[src/rtl/div_share_arbiter_pkg.sv]
// Shared types and defaults for the divider-sharing arbiter.
package div_arb_pkg;

  localparam int unsigned DefWidth   = 16;
  localparam int unsigned DefNreq    = 4;
  localparam int unsigned DefTimeout = 40;

  typedef enum logic [1:0] {
    StIdle,
    StIssue,
    StWait,
    StResp
  } arb_state_e;

  // Ceiling log2 with a floor of 1 so single-entry indices still get a bit.
  function automatic int unsigned clog2(input int unsigned n);
    int unsigned r;
    r = 1;
    for (int unsigned i = 1; i < 32; i++) begin
      if ((33'd1 << i) < {1'b0, n}) r = i + 1;
    end
    return r;
  endfunction

endpackage

[src/rtl/div_share_arbiter_if.sv]
// Requester, response and divider-side signals of the divider-sharing arbiter.
interface div_share_arbiter_if
  import div_arb_pkg::*;
#(
  parameter int unsigned WIDTH = DefWidth,
  parameter int unsigned NREQ  = DefNreq,
  parameter int unsigned IDX_W = clog2(NREQ)
);

  logic [NREQ-1:0]       req_valid;
  logic [NREQ-1:0]       req_ready;
  logic [NREQ*WIDTH-1:0] req_dividend;
  logic [NREQ*WIDTH-1:0] req_divisor;

  logic                  rsp_valid;
  logic                  rsp_ready;
  logic [IDX_W-1:0]      rsp_id;
  logic [WIDTH-1:0]      rsp_quotient;
  logic [WIDTH-1:0]      rsp_remainder;
  logic                  rsp_error;
  logic                  rsp_timeout;

  logic                  div_start;
  logic [WIDTH-1:0]      div_dividend;
  logic [WIDTH-1:0]      div_divisor;
  logic [WIDTH-1:0]      div_quotient;
  logic [WIDTH-1:0]      div_remainder;
  logic                  div_ready;

  // The arbiter itself.
  modport slave (
    input  req_valid, req_dividend, req_divisor, rsp_ready,
    input  div_quotient, div_remainder, div_ready,
    output req_ready, rsp_valid, rsp_id, rsp_quotient, rsp_remainder, rsp_error, rsp_timeout,
    output div_start, div_dividend, div_divisor
  );

  // Clients plus the shared divider.
  modport master (
    output req_valid, req_dividend, req_divisor, rsp_ready,
    output div_quotient, div_remainder, div_ready,
    input  req_ready, rsp_valid, rsp_id, rsp_quotient, rsp_remainder, rsp_error, rsp_timeout,
    input  div_start, div_dividend, div_divisor
  );

endinterface

[src/rtl/div_share_arbiter_rr_arbiter.sv]
// Combinational round-robin pick: first request at or after the pointer, wrapping at NREQ.
module rr_arbiter #(
  parameter int unsigned NREQ  = 4,
  parameter int unsigned IDX_W = 2
) (
  input  logic [NREQ-1:0]  req,
  input  logic [IDX_W-1:0] ptr,
  output logic [NREQ-1:0]  gnt,
  output logic [IDX_W-1:0] idx,
  output logic             any
);

  logic [IDX_W-1:0] cand;

  always_comb begin
    gnt  = '0;
    idx  = '0;
    any  = 1'b0;
    cand = '0;
    for (int unsigned off = 0; off < NREQ; off++) begin
      cand = IDX_W'((32'(ptr) + off) % NREQ);
      if (!any && req[cand]) begin
        any       = 1'b1;
        gnt[cand] = 1'b1;
        idx       = cand;
      end
    end
  end

endmodule

[src/rtl/div_share_arbiter.sv]
// Shares one iterative divider among NREQ requesters, round-robin, one job in flight.
// Zero divisors are answered locally; a watchdog catches a divider that never finishes.
module div_share_arbiter
  import div_arb_pkg::*;
#(
  parameter int unsigned WIDTH   = DefWidth,
  parameter int unsigned NREQ    = DefNreq,
  parameter int unsigned IDX_W   = clog2(NREQ),
  parameter int unsigned TIMEOUT = DefTimeout
) (
  input logic                clock,
  input logic                reset,
  div_share_arbiter_if.slave bus
);

  localparam int unsigned WdW = clog2(TIMEOUT + 1);

  arb_state_e       state_q, state_d;
  logic [IDX_W-1:0] ptr_q, ptr_d;
  logic [IDX_W-1:0] id_q, id_d;
  logic [WdW-1:0]   wd_q, wd_d;
  logic [WIDTH-1:0] quot_q, quot_d;
  logic [WIDTH-1:0] rem_q, rem_d;
  logic [WIDTH-1:0] dvd_q, dvd_d;
  logic [WIDTH-1:0] dvs_q, dvs_d;
  logic             err_q, err_d;
  logic             tmo_q, tmo_d;

  logic [NREQ-1:0]  gnt;
  logic [IDX_W-1:0] gnt_idx;
  logic             gnt_any;
  logic [WIDTH-1:0] sel_dvd;
  logic [WIDTH-1:0] sel_dvs;

  rr_arbiter #(
    .NREQ  (NREQ),
    .IDX_W (IDX_W)
  ) u_rr_arbiter (
    .req (bus.req_valid),
    .ptr (ptr_q),
    .gnt (gnt),
    .idx (gnt_idx),
    .any (gnt_any)
  );

  always_comb begin
    sel_dvd = '0;
    sel_dvs = '0;
    for (int i = 0; i < int'(NREQ); i++) begin
      if (gnt[i]) begin
        sel_dvd = bus.req_dividend[i*WIDTH +: WIDTH];
        sel_dvs = bus.req_divisor[i*WIDTH +: WIDTH];
      end
    end
  end

  always_comb begin
    state_d = state_q;
    ptr_d   = ptr_q;
    id_d    = id_q;
    wd_d    = wd_q;
    quot_d  = quot_q;
    rem_d   = rem_q;
    dvd_d   = dvd_q;
    dvs_d   = dvs_q;
    err_d   = err_q;
    tmo_d   = tmo_q;

    unique case (state_q)
      StIdle: begin
        if (gnt_any) begin
          ptr_d = (gnt_idx == IDX_W'(NREQ - 1)) ? '0 : gnt_idx + 1'b1;
          id_d  = gnt_idx;
          dvd_d = sel_dvd;
          dvs_d = sel_dvs;
          err_d = 1'b0;
          tmo_d = 1'b0;
          if (sel_dvs == '0) begin
            err_d   = 1'b1;
            quot_d  = '1;
            rem_d   = sel_dvd;
            state_d = StResp;
          end else begin
            state_d = StIssue;
          end
        end
      end
      StIssue: begin
        wd_d    = '0;
        state_d = StWait;
      end
      StWait: begin
        wd_d = wd_q + 1'b1;
        // wd_q == 0 marks the first WAIT cycle, where div_ready may be left over.
        if (wd_q != '0 && bus.div_ready) begin
          quot_d  = bus.div_quotient;
          rem_d   = bus.div_remainder;
          state_d = StResp;
        end else if (wd_q == WdW'(TIMEOUT - 1)) begin
          tmo_d   = 1'b1;
          quot_d  = '0;
          rem_d   = '0;
          state_d = StResp;
        end
      end
      StResp: begin
        if (bus.rsp_ready) state_d = StIdle;
      end
      default: state_d = StIdle;
    endcase
  end

  always_ff @(posedge clock) begin
    if (reset) begin
      state_q <= StIdle;
      ptr_q   <= '0;
      id_q    <= '0;
      wd_q    <= '0;
      quot_q  <= '0;
      rem_q   <= '0;
      dvd_q   <= '0;
      dvs_q   <= '0;
      err_q   <= 1'b0;
      tmo_q   <= 1'b0;
    end else begin
      state_q <= state_d;
      ptr_q   <= ptr_d;
      id_q    <= id_d;
      wd_q    <= wd_d;
      quot_q  <= quot_d;
      rem_q   <= rem_d;
      dvd_q   <= dvd_d;
      dvs_q   <= dvs_d;
      err_q   <= err_d;
      tmo_q   <= tmo_d;
    end
  end

  // Accept pulse is gated by reset so a requester never sees a grant that is thrown away.
  assign bus.req_ready     = (state_q == StIdle && !reset) ? gnt : '0;
  assign bus.rsp_valid     = (state_q == StResp);
  assign bus.rsp_id        = id_q;
  assign bus.rsp_quotient  = quot_q;
  assign bus.rsp_remainder = rem_q;
  assign bus.rsp_error     = err_q;
  assign bus.rsp_timeout   = tmo_q;
  assign bus.div_start     = (state_q == StIssue);
  assign bus.div_dividend  = dvd_q;
  assign bus.div_divisor   = dvs_q;

  req_ready_onehot: assert property (@(posedge clock) disable iff (reset)
    $onehot0(bus.req_ready));
  start_single: assert property (@(posedge clock) disable iff (reset)
    bus.div_start |=> !bus.div_start);

endmodule
[src/flat_wrapper.sv]
// flat-port wrapper written by rule: the top's interface ports become plain ports
module div_share_arbiter_flat import div_arb_pkg::*;
#(
  parameter int unsigned WIDTH   = DefWidth,
  parameter int unsigned NREQ    = DefNreq,
  parameter int unsigned IDX_W   = clog2(NREQ),
  parameter int unsigned TIMEOUT = DefTimeout
)
  (clock, reset, bus_req_valid, bus_req_dividend, bus_req_divisor, bus_rsp_ready, bus_div_quotient, bus_div_remainder, bus_div_ready, bus_req_ready, bus_rsp_valid, bus_rsp_id, bus_rsp_quotient, bus_rsp_remainder, bus_rsp_error, bus_rsp_timeout, bus_div_start, bus_div_dividend, bus_div_divisor);
  div_share_arbiter_if #(.WIDTH(WIDTH), .NREQ(NREQ), .IDX_W(IDX_W)) bus_i ();
  input logic clock;
  input logic reset;
  input wire logic [$bits(bus_i.req_valid)-1:0] bus_req_valid;
  input wire logic [$bits(bus_i.req_dividend)-1:0] bus_req_dividend;
  input wire logic [$bits(bus_i.req_divisor)-1:0] bus_req_divisor;
  input wire logic [$bits(bus_i.rsp_ready)-1:0] bus_rsp_ready;
  input wire logic [$bits(bus_i.div_quotient)-1:0] bus_div_quotient;
  input wire logic [$bits(bus_i.div_remainder)-1:0] bus_div_remainder;
  input wire logic [$bits(bus_i.div_ready)-1:0] bus_div_ready;
  output wire logic [$bits(bus_i.req_ready)-1:0] bus_req_ready;
  output wire logic [$bits(bus_i.rsp_valid)-1:0] bus_rsp_valid;
  output wire logic [$bits(bus_i.rsp_id)-1:0] bus_rsp_id;
  output wire logic [$bits(bus_i.rsp_quotient)-1:0] bus_rsp_quotient;
  output wire logic [$bits(bus_i.rsp_remainder)-1:0] bus_rsp_remainder;
  output wire logic [$bits(bus_i.rsp_error)-1:0] bus_rsp_error;
  output wire logic [$bits(bus_i.rsp_timeout)-1:0] bus_rsp_timeout;
  output wire logic [$bits(bus_i.div_start)-1:0] bus_div_start;
  output wire logic [$bits(bus_i.div_dividend)-1:0] bus_div_dividend;
  output wire logic [$bits(bus_i.div_divisor)-1:0] bus_div_divisor;
  assign bus_i.req_valid = bus_req_valid;
  assign bus_i.req_dividend = bus_req_dividend;
  assign bus_i.req_divisor = bus_req_divisor;
  assign bus_i.rsp_ready = bus_rsp_ready;
  assign bus_i.div_quotient = bus_div_quotient;
  assign bus_i.div_remainder = bus_div_remainder;
  assign bus_i.div_ready = bus_div_ready;
  assign bus_req_ready = bus_i.req_ready;
  assign bus_rsp_valid = bus_i.rsp_valid;
  assign bus_rsp_id = bus_i.rsp_id;
  assign bus_rsp_quotient = bus_i.rsp_quotient;
  assign bus_rsp_remainder = bus_i.rsp_remainder;
  assign bus_rsp_error = bus_i.rsp_error;
  assign bus_rsp_timeout = bus_i.rsp_timeout;
  assign bus_div_start = bus_i.div_start;
  assign bus_div_dividend = bus_i.div_dividend;
  assign bus_div_divisor = bus_i.div_divisor;
  div_share_arbiter #(.WIDTH(WIDTH), .NREQ(NREQ), .IDX_W(IDX_W), .TIMEOUT(TIMEOUT)) u_core (.clock(clock), .reset(reset), .bus(bus_i));
endmodule
[config.mk]
export PLATFORM = sky130hd
export DESIGN_NAME = div_share_arbiter_flat
export DESIGN_NICKNAME = d
export VERILOG_FILES = /design/src/rtl/div_share_arbiter_pkg.sv /design/src/rtl/div_share_arbiter_if.sv /design/src/rtl/div_share_arbiter_rr_arbiter.sv /design/src/rtl/div_share_arbiter.sv /design/src/flat_wrapper.sv
export SDC_FILE = /design/constraint.sdc
export NUM_CORES = 1
export LEC_CHECK = 0
export CAP_MARGIN = 25
export CORE_ASPECT_RATIO = 1.2
export CORE_UTILIZATION = 46
export DETAILED_ROUTE_END_ITERATION = 12
export GPL_ROUTABILITY_DRIVEN = 1
export PLACE_DENSITY = 0.88
export SLEW_MARGIN = 0
export SYNTH_ARGS = -nofsm -noshare
export SYNTH_HDL_FRONTEND = slang
export SYNTH_SLANG_ARGS = --single-unit
[constraint.sdc]
create_clock -name clock -period 11.1 [get_ports clock]
set_input_delay 2.775 -clock clock [delete_from_list [all_inputs] [get_ports clock]]
set_output_delay 2.775 -clock clock [all_outputs]
set_load 0.03 [all_outputs]
; ---- Word level (Yosys, flattened, before mapping)
; Cells that the tools add are included.
; W data, S select, Z words.
[totals]
reg_bits = 78
inputBits = 168
output_inout_bits = 74
elab_cells = 118
[classes]
n_lt_le_gt_ge = 8
bitwise_logic = 3
n_mux = 59
n_eq_ne = 11
n_reduce_logical = 22
add_sub_neg = 5
[ops]
columns = cell, n
row1 = $mux W16, 15
row2 = $pmux W16 S2, 2
row3 = $mux W2, 10
row4 = $mux W4, 5
row5 = $logic_not A16 Y1, 1
row6 = $mux W1, 16
row7 = $lt A2 B3 Y1 const B, 4
row8 = $or A4 B4 Y4, 3
row9 = $pmux W6 S2, 1
row10 = $logic_and A1 B1 Y1, 9
row11 = $bmux W1 S2, 4
row12 = $demux W1 S2, 4
row13 = $ge A2 B1 Y1 const B, 4
row14 = $pmux W2 S4, 1
row15 = $reduce_and A4 Y1, 2
row16 = $add A6 B1 Y6 const B, 1
row17 = $eq A2 B2 Y1 const B, 3
row18 = $eq A6 B6 Y1 const B, 1
row19 = $ne A2 B1 Y1 const B, 3
row20 = $reduce_bool A6 Y1, 1
row21 = $add A2 B1 Y2 const B, 2
row22 = $add A2 B2 Y2 const B, 2
row23 = $logic_not A1 Y1, 4
row24 = $ne A2 B2 Y1 const B, 2
row25 = other kinds (7), 8

; ---- Depth between registers and ports, before layout
[depth]
word_depth = 20
ltp_mapped = 20
mapped_depth_nobuf = 13

; ---- Modules after synthesis
; A second synthesis with hierarchy kept.
[hier_totals]
cells_unflattened = 554
hier_area_um2 = 4738.3
[by_module_without_submodules]
columns = mod, area_each_um2, seq_area_each_um2, instances, cells_each
row1 = div_share_arbiter, 4319.1, 1561.5, 1, 509
row2 = rr_arbiter, 419.2, 0.0, 1, 45

; ---- Least setup slack after synthesis
; OpenSTA, ideal clock, no wires.
[synth_timing]
path_type = input port to output port
startpoint = input port bus_req_valid[2]
endpoint = output port bus_req_ready[3]
arrival_ns = 5.112
slack_ns = 3.213
stages = 10
path_buffers = 6
required_time_ns = 8.325
path_cell_list = buf_6 -> mux4_2 -> buf_6 -> nand2b_1 -> a31o_1 -> buf_6 -> buf_6 -> clkbuf_1 -> buf_1 -> nor2b_1
[synth_between]
elab_chain_cells = 13
word_cells_on_any_way = 25
classes_between = 16 x mux / 3 x bitwise / 6 x reduce/logical
[synth_lines]
columns = element, line_no
row1 = "start, declared", flat_wrapper.sv:13  ; input wire logic [$bits(bus_i.req_valid)-1:0] bus_req_valid;
row2 = $bmux W1 S2, div_share_arbiter_rr_arbiter.sv:22  ; if (!any && req[cand]) begin
row3 = $mux W1 (implied by the code), div_share_arbiter_rr_arbiter.sv:22
row4 = $mux W1, div_share_arbiter_rr_arbiter.sv:22
row5 = $logic_not A1 Y1, div_share_arbiter_rr_arbiter.sv:22
row6 = $logic_and A1 B1 Y1, div_share_arbiter_rr_arbiter.sv:22
row7 = $mux W1, div_share_arbiter_rr_arbiter.sv:22
row8 = $logic_not A1 Y1, div_share_arbiter_rr_arbiter.sv:22
row9 = $logic_and A1 B1 Y1, div_share_arbiter_rr_arbiter.sv:22
row10 = $mux W1, div_share_arbiter_rr_arbiter.sv:22
row11 = $logic_not A1 Y1, div_share_arbiter_rr_arbiter.sv:22
row12 = $logic_and A1 B1 Y1, div_share_arbiter_rr_arbiter.sv:22
row13 = $mux W4 *, div_share_arbiter_rr_arbiter.sv:22
row14 = $mux W4 *, div_share_arbiter.sv:140  ; assign bus.req_ready = (state_q == StIdle && !reset) ? gnt : '0;
row15 = "end, declared", flat_wrapper.sv:20  ; output wire logic [$bits(bus_i.req_ready)-1:0] bus_req_ready;
; Every way passes the cells marked *; elsewhere a longest branch is shown, timed or not. The select of a mux whose other input is x is not followed.

; ---- Worst setup path in the final report
[layout_timing]
startpoint = input port bus_req_valid[1]
endpoint = output port bus_req_ready[0]
; Same word-level chain as after synthesis.

==> impl_metrics.py <==
metrics = {
    "routing": {
        "firstDrtPassIters": 12,
        "drt_iter0_drc": 461,
        "dr.max_layer_used": "met4",
        "ant_nets": 0,
        "wl_met1_um": 7650,
        "post-route-drc-count": 2,
        "met3_length_um": 1400,
        "wl_met2_um": 9460,
        "routed-via-count": 6367,
        "drt-total-wl_um": 19200,
        "routedWlPerCell_um": 18.0,
        "drt-vias-per-instance": 5.94,
    },
    "grt": {
        "grt_pass1_wl_um": 29600,
        "grt_pass1_vias": 5873,
        "overflow": 0,
        "grt_max_degree": 78,
        "antenna_found_initial": 0,
        "grt.total_usage_pct": 31.0,
    },
    "clock_network": {
        "clock_latency_ns": 0.34,
        "path_clk_slew_ns": 0.06,
        "postCtsSetupBuffers": 0,
        "cts.repair.resized": 0,
        "cts_tree": "built",
        "clockRootBuffer": "clkbuf_16",
        "cts-hold-fix-buffers": 0,
        "ctsLongestPathBuffers": 2,
        "htree_levels": 3,
        "clock_sinks": 78,
        "cts_buffers": 9,
    },
    "status": {
        "outcome": "finished, violations left",
        "failed_checks": "DRC",
    },
    "timing": {
        "finalSetupViolCount": 0,
        "finalSetupTns_ns": 0,
        "fmax_mhz": 113,
        "worst_pin_slew_ns": 0.935,
        "slew_viol_final": 0,
        "layout_min_cycle_time_ns": 8.83,
        "skew_ns": 0.00652,
        "slew-limit-headroom_pct": 37.5,
        "rsz0062_at_grt": "false",
        "fin_crit_sh_pct": 79.5,
        "hold_viol_final": 0,
        "setup_ws_ns": 2.27,
    },
    "placement": {
        "gp_congestion": 0.892,
        "placed_area_um2": 7800,
        "dp_hpwl_um": 13500,
        "portBuffers": 241,
        "dp_cells": 1056,
        "pre_cts_ws_ns": 2.35,
    },
    "setup_path": {
        "startpoint": "bus_req_valid[1]",
        "rr_worst_depth": 14,
        "worstPathMaxFanout": 16,
        "worstPathArrival_ns": 6.05,
        "r2r_slack_ns": 5.18,
        "required_ns": 8.33,
        "crit_type": "in -> out",
        "worst_setup_path_end_kind": "output pin",
        "worst_setup_path_start_kind": "primary input",
        "worst_r2r_endpoint": "u_core.bus.rsp_remainder[6]",
        "endpoint": "bus_req_ready[0]",
    },
    "yosys": {
        "syn_area_um2": 5430,
        "synth_warnings": 0,
        "seq_area_frac_synth_pct": 28.8,
        "synth_seq_cells": 78,
        "ys_types": 59,
        "synth-main-ff-cell": "dfxtp_1",
        "synth_async_sr_flop_share_pct": 0,
        "syn_area_per_cell_um2": 7.59,
        "synth_cells": 715,
        "synth_edf_count": 0,
        "synth_nets": 897,
    },
    "cells_and_area": {
        "drive_above_1_share_pct": 7.00,
        "final_cell_count_no_fill": 1071,
        "fin_area_um2": 8140,
        "finalNetCount": 1092,
        "antenna_cells": 0,
        "syn_to_final_growth_pct": 49.9,
    },
    "pwr": {
        "p_leak_nw": 2.86,
        "vdd_drop_max_mv": 0.240,
        "powerDensity_nw_per_um2": 299,
        "finalPower_mw": 2.43,
    },
    "floorplan": {
        "start_util_pct": 47.2,
        "coreArea_um2": 11500,
        "rows": 43,
        "ioPinCount": 242,
        "die_y_um": 121,
        "die_area_um2": 12200,
        "die_w_um": 101,
    },
    "flow_run": {
        "max_cap_viol_count": 0,
    },
    "hold_path": {
        "min_path_type": "reg -> reg",
    },
}
-- flip-flops by register name (all words and copies together), names as in the netlist, named ones only --
register and cells:
u_core.bus.div_dividend 16, u_core.bus.div_divisor 16, u_core.bus.rsp_quotient 16, u_core.bus.rsp_remainder 16
u_core.wd_q 6, u_core.bus.rsp_id 2, u_core.state_q 2, u_core.bus.rsp_error 1
u_core.bus.rsp_timeout 1, u_core.ptr_q 1
-- area by class of cell --
| class | count | area, um2 |
|---|---|---|
| tap | 157 | 196 |
| timing repair buffer | 255 | 2510 |
| clock buffer | 11 | 243 |
| clock inverter | 4 | 95.1 |
| sequential | 78 | 1560 |
| inverter | 17 | 63.8 |
| multi-input combinational | 549 | 3470 |
| fill | 904 | 3380 |
-- cells by family after synthesis --
group	Yosys count	synth area share, %
compound gates	228	31.6
xor+xnor	4	0.645
fa+ha+maj	14	3.23
buf+inv	88	7.72
flops	78	28.8
mux	11	2.77
simple gates	292	25.3
-- Yosys cell counts, types with 6 or more instances --
cell	number	area share, %
inv_1	16	1.1
a31oi_1	7	0.81
clkbuf_1	44	3.0
a221o_1	16	2.9
nand2b_1	6	0.69
o21ai_0	41	3.8
buf_2	11	1.0
a311oi_2	14	3.9
a22oi_1	18	2.5
nand3_1	34	3.1
o221ai_1	16	2.6
mux2i_1	6	1.1
and3_1	18	2.1
buf_6	9	1.9
ha_1	14	3.2
dfxtp_1	78	29
nor3_1	30	2.8
and2_1	6	0.69
a21oi_1	48	4.4
nand2_1	90	6.2
nor3b_1	7	0.97
a211oi_1	20	2.8
nor2_1	77	5.3
o31ai_1	7	0.97
-- metrics by stage --
stage	utilization (%)	hold WS [ns]
floorplan	-	0.471
global placement	67.7	0.458
detailed placement	67.7	0.469
CTS	70.7	0.478
global route	70.7	0.501
finish	70.7	0.477
-- worst min-delay path by stage --
stage | from | end | slack [ns] | cells after the start
3_3_place_gp | u_core.bus.div_divisor[14] | u_core.bus.div_divisor[14] | 0.46 | 2
4_1_cts | u_core.bus.rsp_timeout | u_core.bus.rsp_timeout | 0.48 | 2
6_report | u_core.bus.rsp_timeout | u_core.bus.rsp_timeout | 0.48 | 2
3_5_place_dp | u_core.bus.div_divisor[14] | u_core.bus.div_divisor[14] | 0.47 | 2
2_1_floorplan | u_core.wd_q[5] | u_core.wd_q[5] | 0.47 | 2
5_1_grt | u_core.bus.div_divisor[13] | u_core.bus.div_divisor[13] | 0.50 | 2
-- power breakdown --
part           total (mW)  internal [mW]  switching, mW
Combinational        1.66          0.625           1.04
Sequential          0.428          0.366         0.0623
Clock               0.342          0.224          0.118
-- worst max-delay path, stage by stage --
cell and delay [ns]:
clkdlybuf4s50_1 0.65, mux4_2 0.69, and2_1 0.22, o21ai_0 0.16, nand4_1 0.60, nor2b_1 0.36, clkdlybuf4s50_1 0.60
-- placed cells by master (no fill, tap or decap), types with 4 or more instances in the layout --
master | netlist | final
mux2i_1 | 6 | 6
a211oi_1 | 20 | 20
a22oi_1 | 18 | 18
o21a_1 | 4 | 4
clkbuf_16 | 0 | 9
a21oi_1 | 48 | 48
o21ai_1 | 5 | 4
inv_1 | 16 | 16
clkdlybuf4s50_1 | 0 | 240
o221ai_1 | 16 | 16
o21ai_0 | 41 | 41
o31ai_1 | 7 | 7
a31oi_1 | 7 | 6
ha_1 | 14 | 14
nor4_1 | 5 | 5
nor3_1 | 30 | 30
a311oi_2 | 14 | 14
nor2_1 | 77 | 76
a21oi_2 | 4 | 4
nor3b_1 | 7 | 7
or3_1 | 4 | 4
and2_1 | 6 | 6
nand4_1 | 5 | 5
a221oi_1 | 5 | 5
nand2b_1 | 6 | 6
and3_1 | 18 | 18
nand3_1 | 34 | 34
a221o_1 | 16 | 16
dfxtp_1 | 78 | 78
buf_4 | 2 | 14
nand2_1 | 90 | 90
-- routing by layer --
layer | up-vias | global-route usage, %
li1 | 3044 | -
met4 | 0 | 15.2
met3 | 66 | 5.18
met1 | 2943 | 37.7
met2 | 314 | 52.4
met5 | - | 0
Note: power is estimated with default switching activity, not from simulation.
